`src/rtl/hazard_ctrl_seq.sv`:
```
// Sequential hazard controller for a five-stage RISC-V pipeline: load-use bubbles,
// variable-latency EX stalls, programmable branch flush, dmem freeze and a stall counter.
module hazard_ctrl_seq #(
    parameter int REG_W     = 5,
    parameter int NSTAGE    = 4,
    parameter int MUL_LAT   = 3,
    parameter int FLUSH_CYC = 1,
    parameter int CNT_W     = 16
) (
    input  logic              clk,
    input  logic              rst_n,
    input  logic [31:0]       instr,
    input  logic [REG_W-1:0]  ex_rd,
    input  logic              ex_memread,
    input  logic              ex_mul,
    input  logic              branch_taken,
    input  logic              imem_wait,
    input  logic              dmem_wait,
    output logic              en_pc,
    output logic [NSTAGE-1:0] en_stage,
    output logic [NSTAGE-1:0] clr,
    output logic              ctr_mux,
    output logic [CNT_W-1:0]  stall_cnt
);

    localparam logic [6:0] OP_LUI    = 7'b0110111;
    localparam logic [6:0] OP_AUIPC  = 7'b0010111;
    localparam logic [6:0] OP_JAL    = 7'b1101111;
    localparam logic [6:0] OP_JALR   = 7'b1100111;
    localparam logic [6:0] OP_LOAD   = 7'b0000011;
    localparam logic [6:0] OP_IMM    = 7'b0010011;
    localparam logic [6:0] OP_STORE  = 7'b0100011;
    localparam logic [6:0] OP_BRANCH = 7'b1100011;
    localparam logic [6:0] OP_OP     = 7'b0110011;

    // Counters hold "MUL/FLUSH cycles still to spend", so they never exceed LAT-2 / CYC-1.
    localparam int MCW = (MUL_LAT > 4) ? $clog2(MUL_LAT) : 2;
    localparam int FCW = (FLUSH_CYC > 4) ? $clog2(FLUSH_CYC) : 2;

    typedef enum logic [1:0] {
        ST_RUN   = 2'd0,
        ST_MUL   = 2'd1,
        ST_FLUSH = 2'd2
    } state_t;

    state_t             state_r;
    state_t             state_nxt_s;
    logic [MCW-1:0]     mcnt_r;
    logic [MCW-1:0]     mcnt_nxt_s;
    logic [FCW-1:0]     fcnt_r;
    logic [FCW-1:0]     fcnt_nxt_s;
    logic [CNT_W-1:0]   stall_cnt_r;

    logic [REG_W-1:0]   rs1_s;
    logic [REG_W-1:0]   rs2_s;
    logic               use_rs1_s;
    logic               use_rs2_s;
    logic               lu_hit_s;
    logic               en_pc_s;
    logic [NSTAGE-1:0]  hold_s;
    logic [NSTAGE-1:0]  clr_s;
    logic               ctr_mux_s;
    logic               unused_s;

    assign rs1_s    = REG_W'(instr[19:15]);
    assign rs2_s    = REG_W'(instr[24:20]);
    assign unused_s = ^{instr[31:25], instr[14:7]};

    // Source-operand decode and load-use hit detection (x0 never creates a hazard).
    always_comb begin
        use_rs1_s = 1'b0;
        use_rs2_s = 1'b0;
        case (instr[6:0])
            OP_LUI, OP_AUIPC, OP_JAL: begin
                use_rs1_s = 1'b0;
                use_rs2_s = 1'b0;
            end
            OP_JALR, OP_LOAD, OP_IMM: begin
                use_rs1_s = 1'b1;
                use_rs2_s = 1'b0;
            end
            OP_STORE, OP_BRANCH, OP_OP: begin
                use_rs1_s = 1'b1;
                use_rs2_s = 1'b1;
            end
            default: begin
                use_rs1_s = 1'b0;
                use_rs2_s = 1'b0;
            end
        endcase
        lu_hit_s = ex_memread && (ex_rd != {REG_W{1'b0}}) &&
                   ((use_rs1_s && (ex_rd == rs1_s)) || (use_rs2_s && (ex_rd == rs2_s)));
    end

    // Hazard priority resolution and next-state computation.
    always_comb begin
        en_pc_s     = 1'b1;
        hold_s      = {NSTAGE{1'b1}};
        clr_s       = {NSTAGE{1'b0}};
        ctr_mux_s   = 1'b0;
        state_nxt_s = state_r;
        mcnt_nxt_s  = mcnt_r;
        fcnt_nxt_s  = fcnt_r;
        case (state_r)
            ST_RUN: begin
                if (dmem_wait) begin
                    en_pc_s = 1'b0;
                    hold_s  = {NSTAGE{1'b0}};
                end else if (branch_taken) begin
                    clr_s[1:0] = 2'b11;
                    if (FLUSH_CYC > 1) begin
                        state_nxt_s = ST_FLUSH;
                        fcnt_nxt_s  = FCW'(FLUSH_CYC - 1);
                    end else begin
                        state_nxt_s = ST_RUN;
                    end
                end else if (ex_mul && (MUL_LAT > 1)) begin
                    en_pc_s     = 1'b0;
                    hold_s[1:0] = 2'b00;
                    clr_s[2]    = 1'b1;
                    if (MUL_LAT > 2) begin
                        state_nxt_s = ST_MUL;
                        mcnt_nxt_s  = MCW'(MUL_LAT - 2);
                    end else begin
                        state_nxt_s = ST_RUN;
                    end
                end else if (lu_hit_s) begin
                    en_pc_s   = 1'b0;
                    hold_s[0] = 1'b0;
                    clr_s[1]  = 1'b1;
                    ctr_mux_s = 1'b1;
                end else if (imem_wait) begin
                    en_pc_s  = 1'b0;
                    clr_s[0] = 1'b1;
                end else begin
                    en_pc_s = 1'b1;
                end
            end
            ST_MUL: begin
                en_pc_s = 1'b0;
                if (dmem_wait) begin
                    hold_s = {NSTAGE{1'b0}};
                end else begin
                    hold_s[1:0] = 2'b00;
                    clr_s[2]    = 1'b1;
                end
                // The EX unit keeps counting while memory is frozen.
                if (mcnt_r <= MCW'(1)) begin
                    state_nxt_s = ST_RUN;
                    mcnt_nxt_s  = {MCW{1'b0}};
                end else begin
                    mcnt_nxt_s = mcnt_r - MCW'(1);
                end
            end
            ST_FLUSH: begin
                if (dmem_wait) begin
                    en_pc_s = 1'b0;
                    hold_s  = {NSTAGE{1'b0}};
                end else begin
                    clr_s[0] = 1'b1;
                    en_pc_s  = !imem_wait;
                    if (fcnt_r <= FCW'(1)) begin
                        state_nxt_s = ST_RUN;
                        fcnt_nxt_s  = {FCW{1'b0}};
                    end else begin
                        fcnt_nxt_s = fcnt_r - FCW'(1);
                    end
                end
            end
            default: begin
                state_nxt_s = ST_RUN;
                mcnt_nxt_s  = {MCW{1'b0}};
                fcnt_nxt_s  = {FCW{1'b0}};
            end
        endcase
    end

    // State, latency counters and saturating stall counter.
    always_ff @(posedge clk or negedge rst_n) begin
        if (!rst_n) begin
            state_r     <= ST_RUN;
            mcnt_r      <= {MCW{1'b0}};
            fcnt_r      <= {FCW{1'b0}};
            stall_cnt_r <= {CNT_W{1'b0}};
        end else begin
            state_r <= state_nxt_s;
            mcnt_r  <= mcnt_nxt_s;
            fcnt_r  <= fcnt_nxt_s;
            if (!en_pc_s && (stall_cnt_r != {CNT_W{1'b1}})) begin
                stall_cnt_r <= stall_cnt_r + CNT_W'(1);
            end else begin
                stall_cnt_r <= stall_cnt_r;
            end
        end
    end

    // Output drive; a clear also enables its stage so the bubble is captured.
    always_comb begin
        if (!rst_n) begin
            en_pc    = 1'b1;
            en_stage = {NSTAGE{1'b1}};
            clr      = {NSTAGE{1'b0}};
            ctr_mux  = 1'b0;
        end else begin
            en_pc    = en_pc_s;
            en_stage = hold_s | clr_s;
            clr      = clr_s;
            ctr_mux  = ctr_mux_s;
        end
        stall_cnt = stall_cnt_r;
    end

endmodule
```
`config.mk`:
```
export PLATFORM = sky130hd
export DESIGN_NAME = hazard_ctrl_seq
export DESIGN_NICKNAME = d
export VERILOG_FILES = /design/src/rtl/hazard_ctrl_seq.sv
export SDC_FILE = /design/constraint.sdc
export NUM_CORES = 1
export LEC_CHECK = 0
export ABC_CLOCK_PERIOD_IN_PS = 1700
export BUFFER_PORTS_ARGS = -buffer_cell sky130_fd_sc_hd__buf_4
export CAP_MARGIN = 30
export CORE_ASPECT_RATIO = 0.75
export CORE_MARGIN = 5
export CORE_UTILIZATION = 40
export DETAILED_ROUTE_END_ITERATION = 12
export GPL_TIMING_DRIVEN = 0
export PLACE_DENSITY = 0.83
export SYNTH_ARGS = -nofsm -noshare
export SYNTH_HDL_FRONTEND = slang
export SYNTH_SLANG_ARGS = --single-unit
```
`constraint.sdc`:
```
create_clock -name clk -period 1.7 [get_ports clk]
set_input_delay 0.255 -clock clk [delete_from_list [all_inputs] [get_ports clk]]
set_output_delay 0.255 -clock clk [all_outputs]
set_load 0.01 [all_outputs]
```
Word level (Yosys, flattened, before mapping)
Index checks and enable logic that the tools add are counted.
Storage, ports and cells
  register bits after elaboration: 22
  input port bits: 44
  output and inout port bits: 26
  logic and storage cells: 97
Cells by class
  add/sub/neg operators: 3
  $lt $le $gt $ge: 2
  equal/unequal tests: 18
  multiplexer cells: 51
  bitwise gates (word level): 3
  reduce and logical (&&, ||, !) cells: 16
Operators by type and width (number)
  $mux 2: 16
  $mux 1: 24
  $add 16x1->16 const B: 1
  $ne 16x16->1 const B: 1
  $eq 7x6->1 const B: 2
  $eq 7x7->1 const B: 2
  $ne 2x2->1 const B: 6
  $pmux 2 s3: 2
  $pmux 4 s3: 1
  $eq 5x5->1: 2
  $mux 4: 2
  $eq 7x2->1 const B: 1
  $eq 7x5->1 const B: 1
  $mux 3: 2
  $reduce_or 6->1: 1
  $logic_and 1x1->1: 5
  $reduce_and 5->1: 1
  $reduce_bool 5->1: 1
  $le 2x1->1 const B: 2
  $or 4x3->4: 1
  $pmux 1 s2: 2
  $pmux 2 s2: 1
  $reduce_and 4->1: 1
  $sub 2x1->2 const B: 2
  11 further kinds: 13

Logic depth before layout (Yosys ltp)
  word-level depth: 13
  gate-level depth with buffers: 8
  depth with buffers taken out: 7

Worst setup path before layout
Ideal clock, no wire load.
  kind: reg2reg
  start: register stall_cnt_r[0] (netlist: stall_cnt[0])
  end: register stall_cnt_r[1] (netlist: stall_cnt[1])
  setup time: 0.125 ns
  data arrival time: 1.785 ns
  required time: 1.575 ns
  path slack: -0.210 ns
  stages on the path, launching flop included: 9
  buffers on the path: 2
  period minus slack after synthesis: 1.910 ns
  cell sequence: dfrtp_1 -> ha_1 -> and3_1 -> and3_1 -> clkbuf_1 -> nand3_1 -> buf_2 -> nand2_1 -> mux2_2
Between the ends
  word-level cells in the longest chain between the ends: 2
  elaborated cells between the ends (all ways): 3
  those cells by class: add/sub: 1; eq/ne: 1; reduce/logical: 1
Ends and longest elaborated chain
  start: declaration: line 52  | logic [CNT_W-1:0] stall_cnt_r;
  start signal: assignment: line 184  | stall_cnt_r <= {CNT_W{1'b0}};
  start signal: assignment: line 190  | stall_cnt_r <= stall_cnt_r + CNT_W'(1);
  start signal: assignment: line 192  | stall_cnt_r <= stall_cnt_r;
  parallel branches: the longest is 2 deep, another holds $add 16x1->16
Several ways; the timed one is not identified.
A chain may end at the register's enable or synchronous reset.

Final worst setup path
  start: input instr[18]
  end: output en_pc
Between the ends
  word-level cells in the longest chain between the ends: 10
Ends and longest elaborated chain
  start: declaration: line 12  | input logic [31:0] instr,
  $eq 5x5->1: line 92  | ((use_rs1_s && (ex_rd == rs1_s)) || (use_rs2_s && (ex_rd == rs2_s)));
  $logic_and 1x1->1: line 92
  $logic_or 1x1->1: line 92
  $logic_and 1x1->1: line 91  | lu_hit_s = ex_memread && (ex_rd != {REG_W{1'b0}}) &&
  $mux 1: line 127  | end else if (lu_hit_s) begin
  $mux 1: line 117  | end else if (ex_mul && (MUL_LAT > 1)) begin
  $mux 1: line 109  | end else if (branch_taken) begin
  $mux 1: line 106  | if (dmem_wait) begin
  $pmux 1 s3: line 104  | case (state_r)
  $mux 1: line 199  | if (!rst_n) begin
  end: declaration: line 19  | output logic en_pc,
No other way between the ends.

==> run metrics <==
stages on the worst setup path 9; Post-synth top cells dfrtp_1, nand2_1, xnor2_1, nor2_1; gr ovfl total 0; vias per cell 5.820; Ys Warns 0; Crit. End Element output pin; LEAKAGE 1.028 nW; post-synthesis cell type count 41; outcome finished, violations left; VDD IR-drop max 0.7778 mV; worst r2r path cells 7; CTS tree done; initial DRC count 155; Die Height 58.56 um; leading post-synthesis cells by cell area dfrtp_1, xnor2_1, xor2_1, nand2_1, and3_1; Max Fclk 0.5117 GHz; Initial Utilization 0.4223; Syn Inst Count 134; Area after DPL 1743 um^2; antenna-violating nets left 0; Tightest Hold Check Type in2reg; Mean Syn Cell Area 9.384 um^2; pin count of the biggest net entering global routing 20; Final Util 0.7227; first-pass GRT wire length 7.307 mm; n_diodes 0; CP cell instances buf_4 -> xnor2_2 -> nand4_1 -> a211oi_4 -> buf_4 -> o31a_4 -> buf_6 -> nand2_2 -> buf_6; Sink Count 19; Total GRT Usage 0.2221; Setup WS post-layout -254.4 ps; clock latency on the worst-skew pair 260 ps; Top FF cell, synth dfrtp_1; row count 17; gpl congestion 0.8055; Slew Limit Fails 0; I/O Pins 70; Power Density 800.8 nW/um^2; layout cells sized above 1 0.5519; Final Hold Fails 0; final WL 5.029 mm; Final setup viols 20; total CTS buffers 3; Worst Tran Pin Value 884.3 ps; post-DR wirelength/cell 20.12 um; vias in the first global route 1,527; max_cap viols 0; Worst-path clk slew 70 ps; Post-synth EDFFs 0; top cell type's share of synthesized area 0.3781; Seq/Total Area, Yosys 0.3781; CTS Buffer Depth 2; detailed placer's ending HPWL 2.854 mm; dpl ws -377.8 ps; fin crit period 1954 ps; WP data required 1440 ps; post-route cell area 2152 um^2; CP arrival 1700 ps; Crit path max-delay family buffers and inverters; DRC errors left 0; WP buf/inv 4; CP max stage delay 340 ps; Setup Crit Path Kind in2out; reg-to-reg endpoint stall_cnt[8]; Initial DRT Pass Iterations 4; Layout Nets 258; root buffer cell clkbuf_8; Port Buffers 53; Worst Setup EP en_pc; Die W 74.74 um; initial antenna violation count 0; overall via count from detail_route 1,455; final worst path period share 1.150; Cell Area, Synth 1257 um^2; ys async rst share 1.000; fillers 197; die footprint 4376 um^2; CORE AREA 2978 um^2; crit path max fanout 3; Critical Path Start instr[18]; Tot Pwr 0.001723 W; crit path launch type input pin; count leader, synth dfrtp_1; RSZ-0062 raised after global routing yes; cell accounting for the most synthesized area dfrtp_1; flop2flop setup slack -80 ps; Area growth syn-to-layout 71.14%; Yosys reg bits 19; worst rel slew slack 0.4085; Post-Syn Nets 179; failing checks negative setup slack; Slowest-stage cell, CP a211oi_4; clk_skew 6.060 ps; Worst R2R Start stall_cnt[6]; H-tree depth 1
-- registers in the layout (all words and copies together) (netlist names) --
| signal | flops |
|---|---|
| state_r | 1 |
| stall_cnt | 16 |
| mcnt_r | 2 |
-- tightest hold or removal path, stage by stage --
cell and delay, ps:
buf_4 130, or3_1 130, nand2_1 50
-- metrics by stage --
stage / TNS [ps] / instances / hold WS (ps)
2_1_floorplan: -215.4 / 134 / -40.59
3_3_place_gp: -3516 / 225 / 164.4
3_5_place_dp: -4360 / 225 / 167.6
4_1_cts: -825.4 / 243 / 332.7
5_1_grt: -2618 / 250 / 347.7
6_report: -2096 / 250 / 338.8
-- how the worst min path moves through the flow --
stage                     startpoint            end  slack, ps  depth (start not counted)
after floorplan                rst_n      mcnt_r[0]        -40                          0
after global placement         rst_n  stall_cnt[11]        160                          1
after detailed placement       rst_n  stall_cnt[11]        170                          1
after CTS                  dmem_wait     state_r[0]        330                          3
after global routing       dmem_wait     state_r[0]        350                          3
final                      dmem_wait     state_r[0]        340                          3
-- layer usage --
metal,track usage,up-vias,routed length (um)
li1,-,625,-
met5,0,-,0
met2,0.3842,80,2689
met3,0.06143,27,302
met1,0.2508,723,1810
met4,0.1091,0,227
-- layout make-up --
cell class              count  area, um^2  area share
clock inverters             1       5.005    0.002326
flip-flops and latches     19       478.0      0.2221
repair buffers             75       615.6      0.2860
clock buffers               3       41.29     0.01919
multi-input cells         108       923.4      0.4291
well taps                  38       47.55     0.02209
plain buffers               3       30.03     0.01395
inverters                   3       11.26    0.005233
-- cell usage in the layout (no fill, tap or decap), types with 2 or more instances in the layout --
cell      Yosys  routed
nand2_4       0       2
nor2_1        9       8
and3_4        0       2
nor3_2        0       2
nand2b_1      7       7
inv_1         3       3
buf_8         0       2
dfrtp_2       0       2
and3_2        1       3
buf_4         1      62
nand4_1       6       6
nand2_1      14      11
nor2_4        0       2
xnor2_1      14      10
xor2_1        8       8
nor2b_1       2       2
mux2_4        0       2
and3_1        8       4
nand3_1       8       7
and4_1        3       3
clkbuf_8      0       3
buf_6         1      12
xnor2_2       0       3
dfrtp_1      19      17
-- logic make-up (layout without fill, tap and decap cells) --
kind of cell / Yosys count / after routing / share of synthesized area
simple gates: 71 / 71 / 0.3214
xor+xnor: 22 / 22 / 0.1532
flops: 19 / 19 / 0.3781
compound gates: 10 / 10 / 0.07762
buf+inv: 7 / 85 / 0.03084
mux: 3 / 3 / 0.02587
fa+ha+maj: 1 / 1 / 0.009949
other cells: 1 / 1 / 0.002982
-- power breakdown --
group          switching (W)  internal (W)
clock               0.000160      0.000163
sequential          0.000106      0.000541
combinational       0.000320      0.000434
total               0.000586       0.00114
-- what timing repair did --
item,CTS,global route
gates resized for setup,33,14
hold endpoints to repair,19,0
pin swaps,14,17
setup endpoints to repair,19,21
gates cloned,2,0
buffers inserted,11,8
hold buffers,1,0
No activity file was read; power rests on OpenSTA's default activity.
